<file path="config.mk">
export PLATFORM = sky130hd
export DESIGN_NAME = mips_multicycle
export DESIGN_NICKNAME = d
export VERILOG_FILES = /design/src/rtl/mips_pkg.sv /design/src/rtl/mips_regfile.sv /design/src/rtl/mips_multicycle.sv
export SDC_FILE = /design/constraint.sdc
export NUM_CORES = 2
export LEC_CHECK = 0
export CAP_MARGIN = 20
export CORE_MARGIN = 10
export CORE_UTILIZATION = 55
export DETAILED_ROUTE_END_ITERATION = 12
export PLACE_DENSITY = 0.77
export SLEW_MARGIN = 20
export SYNTH_ARGS = -nofsm -noshare
export SYNTH_HDL_FRONTEND = slang
export SYNTH_SLANG_ARGS = --single-unit
</file>
<file path="constraint.sdc">
create_clock -name clk -period 12.32 [get_ports clk]
set_clock_uncertainty 0.2 [all_clocks]
set_input_delay 1.848 -clock clk [delete_from_list [all_inputs] [get_ports clk]]
set_output_delay 1.848 -clock clk [all_outputs]
set_load 0.03 [all_outputs]
</file>
<file path="src/rtl/mips_pkg.sv">
// Shared definitions for the multicycle MIPS core: encodings, FSM and ALU
// enumerations, and immediate/jump-target helpers.
package mips_pkg;

    localparam logic [5:0] OP_RTYPE = 6'h00;
    localparam logic [5:0] OP_ADDI  = 6'h08;
    localparam logic [5:0] OP_LW    = 6'h23;
    localparam logic [5:0] OP_SW    = 6'h2B;
    localparam logic [5:0] OP_BEQ   = 6'h04;
    localparam logic [5:0] OP_J     = 6'h02;

    localparam logic [5:0] FN_ADD = 6'h20;
    localparam logic [5:0] FN_SUB = 6'h22;
    localparam logic [5:0] FN_AND = 6'h24;
    localparam logic [5:0] FN_OR  = 6'h25;
    localparam logic [5:0] FN_SLT = 6'h2A;

    // Widest datapath the sign-extension helper serves; callers truncate.
    localparam int MAX_DW = 64;

    typedef enum logic [2:0] {
        FETCH,
        DECODE,
        EXEC,
        MEM,
        WB,
        HALT
    } state_e;

    typedef enum logic [2:0] {
        ALU_ADD,
        ALU_SUB,
        ALU_AND,
        ALU_OR,
        ALU_SLT
    } alu_op_e;

    typedef enum logic [2:0] {
        IC_R,
        IC_ADDI,
        IC_LW,
        IC_SW,
        IC_BEQ,
        IC_J,
        IC_BAD
    } iclass_e;

    function automatic logic [MAX_DW-1:0] sext16(input logic [15:0] imm);
        return {{(MAX_DW-16){imm[15]}}, imm};
    endfunction

    function automatic logic [27:0] jump_low(input logic [25:0] target);
        return {target, 2'b00};
    endfunction

endpackage

</file>
<file path="src/rtl/mips_regfile.sv">
// Register file: two asynchronous read ports, one synchronous write port,
// register 0 reads as zero and ignores writes.
module mips_regfile #(
    parameter int DW   = 32,
    parameter int NREG = 32,
    parameter int RW   = 5
) (
    input  logic          clk,
    input  logic          rst,
    input  logic          we_i,
    input  logic [RW-1:0] waddr_i,
    input  logic [DW-1:0] wdata_i,
    input  logic [RW-1:0] raddr_a_i,
    input  logic [RW-1:0] raddr_b_i,
    output logic [DW-1:0] rdata_a_o,
    output logic [DW-1:0] rdata_b_o
);

    logic [DW-1:0] regs_q [NREG];

    always_ff @(posedge clk) begin
        if (rst) begin
            for (int i = 0; i < NREG; i++) begin
                regs_q[i] <= '0;
            end
        end else if (we_i && (waddr_i != '0)) begin
            regs_q[waddr_i] <= wdata_i;
        end
    end

    assign rdata_a_o = (raddr_a_i == '0) ? '0 : regs_q[raddr_a_i];
    assign rdata_b_o = (raddr_b_i == '0) ? '0 : regs_q[raddr_b_i];

endmodule

</file>
<file path="src/rtl/mips_multicycle.sv">
// Multicycle MIPS core: one ALU and one unified memory port, sequenced by
// a FETCH/DECODE/EXEC/MEM/WB FSM with a req/ready memory handshake.
module mips_multicycle
    import mips_pkg::*;
#(
    parameter int            DW       = 32,
    parameter int            AW       = 32,
    parameter int            NREG     = 32,
    parameter logic [AW-1:0] RESET_PC = '0
) (
    input  logic          clk,
    input  logic          rst,
    output logic          mem_req,
    output logic          mem_we,
    output logic [AW-1:0] mem_addr,
    output logic [DW-1:0] mem_wdata,
    input  logic [DW-1:0] mem_rdata,
    input  logic          mem_ready,
    output logic          halt,
    output logic [AW-1:0] pc_out
);

    localparam int            RW      = (NREG > 1) ? $clog2(NREG) : 1;
    localparam logic [AW-1:0] PC_STEP = AW'(4);

    state_e        state_q, state_d;
    logic [AW-1:0] pc_q, pc_d;
    logic [31:0]   ir_q, ir_d;
    logic [DW-1:0] a_q, a_d;
    logic [DW-1:0] b_q, b_d;
    logic [DW-1:0] alu_out_q, alu_out_d;
    logic [DW-1:0] mdr_q, mdr_d;

    logic [5:0]    op;
    logic [5:0]    funct;
    logic [RW-1:0] rs_idx, rt_idx, rd_idx;
    iclass_e       iclass;
    alu_op_e       alu_op;

    logic [DW-1:0] imm_sext;
    logic [DW-1:0] alu_b;
    logic [DW-1:0] alu_res;
    logic [AW-1:0] pc_branch;
    logic [AW-1:0] pc_jump;
    logic [27:0]   jump_lo;

    logic          rf_we;
    logic [RW-1:0] rf_waddr;
    logic [DW-1:0] rf_wdata;
    logic [DW-1:0] rf_rdata_a, rf_rdata_b;

    assign op     = ir_q[31:26];
    assign funct  = ir_q[5:0];
    assign rs_idx = ir_q[21 +: RW];
    assign rt_idx = ir_q[16 +: RW];
    assign rd_idx = ir_q[11 +: RW];

    // Classify the held instruction; everything not listed becomes IC_BAD.
    always_comb begin
        iclass = IC_BAD;
        alu_op = ALU_ADD;
        case (op)
            OP_RTYPE: begin
                iclass = IC_R;
                case (funct)
                    FN_ADD:  alu_op = ALU_ADD;
                    FN_SUB:  alu_op = ALU_SUB;
                    FN_AND:  alu_op = ALU_AND;
                    FN_OR:   alu_op = ALU_OR;
                    FN_SLT:  alu_op = ALU_SLT;
                    default: iclass = IC_BAD;
                endcase
            end
            OP_ADDI: iclass = IC_ADDI;
            OP_LW:   iclass = IC_LW;
            OP_SW:   iclass = IC_SW;
            OP_BEQ:  iclass = IC_BEQ;
            OP_J:    iclass = IC_J;
            default: iclass = IC_BAD;
        endcase
    end

    assign imm_sext = DW'(sext16(ir_q[15:0]));
    assign alu_b    = (iclass == IC_R) ? b_q : imm_sext;

    always_comb begin
        alu_res = a_q + alu_b;
        case (alu_op)
            ALU_SUB: alu_res = a_q - alu_b;
            ALU_AND: alu_res = a_q & alu_b;
            ALU_OR:  alu_res = a_q | alu_b;
            ALU_SLT: alu_res = {{(DW-1){1'b0}}, ($signed(a_q) < $signed(alu_b))};
            default: alu_res = a_q + alu_b;
        endcase
    end

    // PC already points past the branch when EXEC runs.
    assign pc_branch = pc_q + {imm_sext[AW-3:0], 2'b00};
    assign jump_lo   = jump_low(ir_q[25:0]);

    always_comb begin
        pc_jump = pc_q;
        for (int i = 0; i < ((AW < 28) ? AW : 28); i++) begin
            pc_jump[i] = jump_lo[i];
        end
    end

    always_comb begin
        state_d   = state_q;
        pc_d      = pc_q;
        ir_d      = ir_q;
        a_d       = a_q;
        b_d       = b_q;
        alu_out_d = alu_out_q;
        mdr_d     = mdr_q;
        rf_we     = 1'b0;
        case (state_q)
            FETCH: begin
                if (mem_ready) begin
                    ir_d    = mem_rdata[31:0];
                    pc_d    = pc_q + PC_STEP;
                    state_d = DECODE;
                end
            end
            DECODE: begin
                a_d     = rf_rdata_a;
                b_d     = rf_rdata_b;
                state_d = (iclass == IC_BAD) ? HALT : EXEC;
            end
            EXEC: begin
                case (iclass)
                    IC_R, IC_ADDI: begin
                        alu_out_d = alu_res;
                        state_d   = WB;
                    end
                    IC_LW, IC_SW: begin
                        alu_out_d = alu_res;
                        state_d   = MEM;
                    end
                    IC_BEQ: begin
                        if (a_q == b_q) begin
                            pc_d = pc_branch;
                        end
                        state_d = FETCH;
                    end
                    IC_J: begin
                        pc_d    = pc_jump;
                        state_d = FETCH;
                    end
                    default: state_d = HALT;
                endcase
            end
            MEM: begin
                if (mem_ready) begin
                    if (iclass == IC_LW) begin
                        mdr_d   = mem_rdata;
                        state_d = WB;
                    end else begin
                        state_d = FETCH;
                    end
                end
            end
            WB: begin
                rf_we   = 1'b1;
                state_d = FETCH;
            end
            HALT:    state_d = HALT;
            default: state_d = FETCH;
        endcase
    end

    always_ff @(posedge clk) begin
        if (rst) begin
            state_q   <= FETCH;
            pc_q      <= RESET_PC;
            ir_q      <= '0;
            a_q       <= '0;
            b_q       <= '0;
            alu_out_q <= '0;
            mdr_q     <= '0;
        end else begin
            state_q   <= state_d;
            pc_q      <= pc_d;
            ir_q      <= ir_d;
            a_q       <= a_d;
            b_q       <= b_d;
            alu_out_q <= alu_out_d;
            mdr_q     <= mdr_d;
        end
    end

    assign rf_waddr = (iclass == IC_R) ? rd_idx : rt_idx;
    assign rf_wdata = (iclass == IC_LW) ? mdr_q : alu_out_q;

    mips_regfile #(
        .DW   (DW),
        .NREG (NREG),
        .RW   (RW)
    ) u_regfile (
        .clk       (clk),
        .rst       (rst),
        .we_i      (rf_we),
        .waddr_i   (rf_waddr),
        .wdata_i   (rf_wdata),
        .raddr_a_i (rs_idx),
        .raddr_b_i (rt_idx),
        .rdata_a_o (rf_rdata_a),
        .rdata_b_o (rf_rdata_b)
    );

    // Address/data come straight from held registers, so they stay put while stalled.
    assign mem_req   = !rst && ((state_q == FETCH) || (state_q == MEM));
    assign mem_we    = !rst && (state_q == MEM) && (iclass == IC_SW);
    assign mem_addr  = (state_q == MEM) ? alu_out_q[AW-1:0] : pc_q;
    assign mem_wdata = b_q;
    assign halt      = !rst && (state_q == HALT);
    assign pc_out    = rst ? RESET_PC : pc_q;

endmodule

</file>
# ---- Word-level counts from Yosys, hierarchy flattened
# Memories as Yosys holds them, arrays and structs flattened. A register that Yosys moved wholly into a read port is not among the register bits.
# Cells that the tools add are included.
dict set report op_classes {
  addsub 4
  mul 0
  div_mod_pow 0
  order_cmp 1
  eq_ne 33
  shift 0
  n_mux 35
  n_bitwise 2
  n_reduce_logical 26
}
# op n
set ops {}
lappend ops {{$mux W32} 9}
lappend ops {{$pmux W32 S2} 2}
lappend ops {{$pmux W32 S4} 1}
lappend ops {{$add A32 B32 Y32} 2}
lappend ops {{$eq A6 B6 Y1 const B} 7}
lappend ops {{$add A32 B3 Y32 const B} 1}
lappend ops {{$and A32 B32 Y32} 1}
lappend ops {{$eq A32 B32 Y1} 1}
lappend ops {{$lt A32 B32 Y1} 1}
lappend ops {{$or A32 B32 Y32} 1}
lappend ops {{$reduce_or A32 Y1} 1}
lappend ops {{$sub A32 B32 Y32} 1}
lappend ops {{$mux W5} 6}
lappend ops {{$eq A3 B2 Y1 const B} 6}
lappend ops {{$eq A3 B3 Y1 const B} 6}
lappend ops {{$mux W3} 6}
lappend ops {{$pmux W3 S6} 1}
lappend ops {{$pmux W3 S5} 1}
lappend ops {{$pmux W3 S4} 1}
lappend ops {{$logic_not A5 Y1} 2}
lappend ops {{$ne A2 B2 Y1 const B} 5}
lappend ops {{$eq A3 B1 Y1 const B} 3}
lappend ops {{$pmux W3 S3} 1}
lappend ops {{$mux W1} 7}
lappend ops {{other kinds (19)} 28}
dict set report totals {
  ff_bits 195
  latch_bits 0
  ramBits 1024
  rom_bits 0
  in_bits 35
  elab_cells 110
  memories 1
}
# name words width rd rd_clocked_by_memory_dff write_ports line_no
set memory_table {}
lappend memory_table {u_regfile.regs_q 32 32 2 2 32 mips_regfile.sv:19} ;# logic [DW-1:0] regs_q [NREG];

# ---- Depth between registers and ports, before layout
dict set report depth {
  ltp_word 13
  depth_mapped 23
  mapped_depth_nobuf 17
}

# ---- Hierarchy
# From an unflattened synthesis, not the netlist that was laid out.
dict set report unflattened {
  hier_cells 5739
  area_unflattened_um2 70218.6
}
# module instances cells_per_inst area_per_inst_um2 seq_area_each_um2
set by_module_without_submodules {}
lappend by_module_without_submodules {mips_regfile 1 3502 54234.5 30749.5}
lappend by_module_without_submodules {mips_multicycle 1 2237 15984.1 3863.7}

# ---- Worst setup path after synthesis
# OpenSTA, ideal clock, no wires.
dict set report synth_path {
  path_type {input-to-output}
  from {in rst}
  to {out mem_we}
  arrival_time_ns 3.704
  path_slack_ns 6.568
  path_stages 3
  n_path_buf 2
  path_cell_list {clkbuf_1 clkbuf_1 a2111oi_0}
}
dict set report synth_between {
  elab_chain_cells 3
}
# element line_no
set synth_rtl {}
lappend synth_rtl {{start: declaration} mips_multicycle.sv:12} ;# input logic rst,
lappend synth_rtl {{$logic_not A1 Y1} mips_multicycle.sv:213} ;# assign mem_we = !rst && (state_q == MEM) && (iclass == IC_SW);
lappend synth_rtl {{$logic_and A1 B1 Y1 (2 in a row)} mips_multicycle.sv:213}
lappend synth_rtl {{end: declaration} mips_multicycle.sv:14} ;# output logic mem_we,
# Every way passes these cells.

==> results_dict.tcl <==
set metrics [dict create \
    overflow 0 \
    clkLatencyLatePin_ps 790 \
    min_from "mdr_q[17]" \
    setup_tns_ps 0 \
    die_h_um 371 \
    grt_pass1_wl_um 337000 \
    swShare_pct 30.0 \
    final_nets 5483 \
    rr_endpoint "u_regfile.regs_q[8][11]" \
    worst_r2r_startpoint "ir_q[31]" \
    synth_enable_flop_cells 1024 \
    period_share_pct 49.4 \
    start_util_pct 55.4 \
    antenna_found_initial 24 \
    grt_pass1_vias 48100 \
    dpl.hpwl_um 155000 \
    r2r_cells 9 \
    max_freq_ghz 0.164 \
    mostFrequentLayoutCells "1247 x nor2_1, 1024 x edfxtp_1, 640 x mux4_2, 344 x nand2_1, 228 x a21oi_1" \
    synth_top_family_by_area "multiplexers" \
    drt_iter0_drc 9369 \
    timing.final.crit_period_ps 6090 \
    avgSynthCellArea_sq_um 12.5 \
    power_density_nw_per_um2 148 \
    critPathKind "flip-flop to flip-flop" \
    ant_nets 0 \
    internal-power_mw 7.75 \
    dieArea_sq_um 137000 \
    synthAdderAreaFrac_pct 2.45 \
    async_flop_share_pct 0 \
    crit_required_ps 12500 \
    yosysTopAreaCellShare_pct 45.5 \
    first_pass_iters 6 \
    hp-class "flip-flop to flip-flop" \
    cts-root-buf "clkbuf_16" \
    pwr-share-comb_pct 19.8 \
    cts.sinks 1227 \
    cts_tree "yes" \
    die_width_um 371 \
    hold_end "mdr_q[17]" \
    relSlewSlack_pct 16.2 \
    yosys_most_used_dff "edfxtp_1" \
    p_sw_mw 3.33 \
    critical_path.startpoint_type "flip-flop" \
    p_clk_share_pct 36.0 \
    synthMuxAreaShare_pct 23.3 \
    gp_congestion 1.01 \
    synth_xor_area_share_pct 1.13 \
    core_area_sq_um 122000 \
    min_path_cells 2 \
    htree_levels 4 \
    crit_fanout 55 \
    place.port_buffers 131 \
    ys_warn_count 0 \
    rsz0062_at_grt "no" \
    cp.arrival_ps 6270 \
    postCtsSetupBuffers 0 \
    synth_cell_types 89 \
    synth_compound_area_share_pct 6.11 \
    clk_pin_slew_ps 60 \
    drc 0 \
    synthTopCellsByArea "edfxtp_1 45%, mux4_2 21%, nor2_1 6.9%" \
    worstMarginPinSlew_ps 1250 \
    setup_violations 0 \
    ios 134 \
    status "complete, no violations" \
    vias_per_cell 7.13 \
    netlist_area_sq_um 67600 \
    seq_power_share_pct 44.1 \
    grt_max_degree 141 \
    synth_simple_gate_area_share_pct 11.8 \
    final_common_cell "nor2_1" \
    drv_cap 0 \
    holdWs_ps 284 \
    ctsHoldBuffers 0 \
    slew_violations 0 \
    wire_per_inst_um 33.4 \
    n_fill_cell 9027 \
    rrSetupSlack_ps 6230 \
    cp-end-kind "flip-flop" \
    p_leak_nw 24.2 \
    grt_usage_pct 33.7 \
    ys_seq_area_share_pct 51.5 \
    wirelength_um 236000 \
    row_count 128 \
    drive_gt1_share_pct 20.4 \
    synth_seq_cells 1227 \
    syn_to_final_growth_pct 10.6 \
    hold_violations 0 \
    ir_drop_mv 0.152 \
    synth_area_leader_cell "edfxtp_1" \
    cts_made_buffers 133 \
    clockBufferDepth 3 \
    post_cts.resized_instances 0 \
    dr_total_vias 50300 \
    synthCells 5411 \
]
==> synth_stat cells, types with 90 or more instances <==
| master | instances |
|---|---|
| nand2_1 | 364 |
| buf_2 | 122 |
| ha_1 | 127 |
| edfxtp_1 | 1024 |
| mux2i_1 | 90 |
| nor2_1 | 1250 |
| dfxtp_1 | 203 |
| a21oi_1 | 229 |
| clkbuf_1 | 316 |
| inv_1 | 128 |
| o21ai_0 | 116 |
| mux4_2 | 640 |
==> metal layers <==
layer | part of all wire (%) | vias to the layer above | GRT usage, %
met2 | 44 | 4541 | 49.5
met3 | 17 | 820 | 15.2
met1 | 32 | 24900 | 41.8
met5 | 0.12 | - | 0
met4 | 6.4 | 34 | 17.6
li1 | - | 20000 | -
==> flip-flops by register name (all words and copies together), names as in the netlist, named ones only <==
name and flops:
a_q 32, alu_out_q 32, ir_q 32, mdr_q 32, mem_wdata 32, pc_q 30, state_q 3, u_regfile.regs_q 1024
==> power by group through the flow <==
stage	clock network (mW)	registers, mW	logic (mW)
2_1_floorplan	0	4.82	1.42
6_report	3.99	4.88	2.20
3_5_place_dp	0	4.95	2.08
3_3_place_gp	0	4.94	2.06
5_1_grt	4.13	4.89	2.25
4_1_cts	3.96	4.87	2.09
==> layout make-up <==
| class | instances | area (sq um) | share of cell area (%) |
|---|---|---|---|
| inverter | 130 | 488 | 0.652 |
| clock buffer | 172 | 3550 | 4.74 |
| timing repair buffer | 227 | 2140 | 2.86 |
| multi-input combinational | 3599 | 31000 | 41.5 |
| antenna | 11 | 27.5 | 0.0368 |
| clock inverter | 65 | 688 | 0.920 |
| tap | 1625 | 2030 | 2.72 |
| sequential | 1227 | 34800 | 46.6 |
==> logic make-up after synthesis <==
family | count (synthesis)
flops | 1227
simple gates | 1931
other cells | 1
compound gates | 646
buf+inv | 618
mux | 770
xor+xnor | 87
fa+ha+maj | 131
==> per-stage QoR <==
stage	utilization [%]	instance area, sq um	total power, mW	cells	setup slack, ps
2_1_floorplan	-	67700	6.25	5444	6570
3_3_place_gp	57.8	70500	6.99	6807	5970
3_5_place_dp	57.8	70500	7.03	6808	6020
4_1_cts	61.3	74800	10.9	7045	6490
5_1_grt	61.3	74800	11.3	7045	6100
6_report	61.3	74800	11.1	7056	6230
==> worst max path at each step <==
stage | from | endpoint | slack [ps]
after floorplan | rst | mem_we | 6570
after global placement | rst | u_regfile.regs_q[11][17] | 5970
after detailed placement | rst | u_regfile.regs_q[8][17] | 6020
after CTS | ir_q[31] | u_regfile.regs_q[8][23] | 6490
after global routing | ir_q[31] | alu_out_q[30] | 6100
final | ir_q[31] | u_regfile.regs_q[8][11] | 6230
==> critical path, stage by stage, from the launching register on <==
cell	delay, ps
dfxtp_1	340
or3_1	460
nor2b_1	320
nor2b_4	200
buf_4	520
mux2_2	520
nor3_2	980
nand2_1	830
buf_4	480
nand2b_2	780
Note: power is estimated with default switching activity, not from simulation.
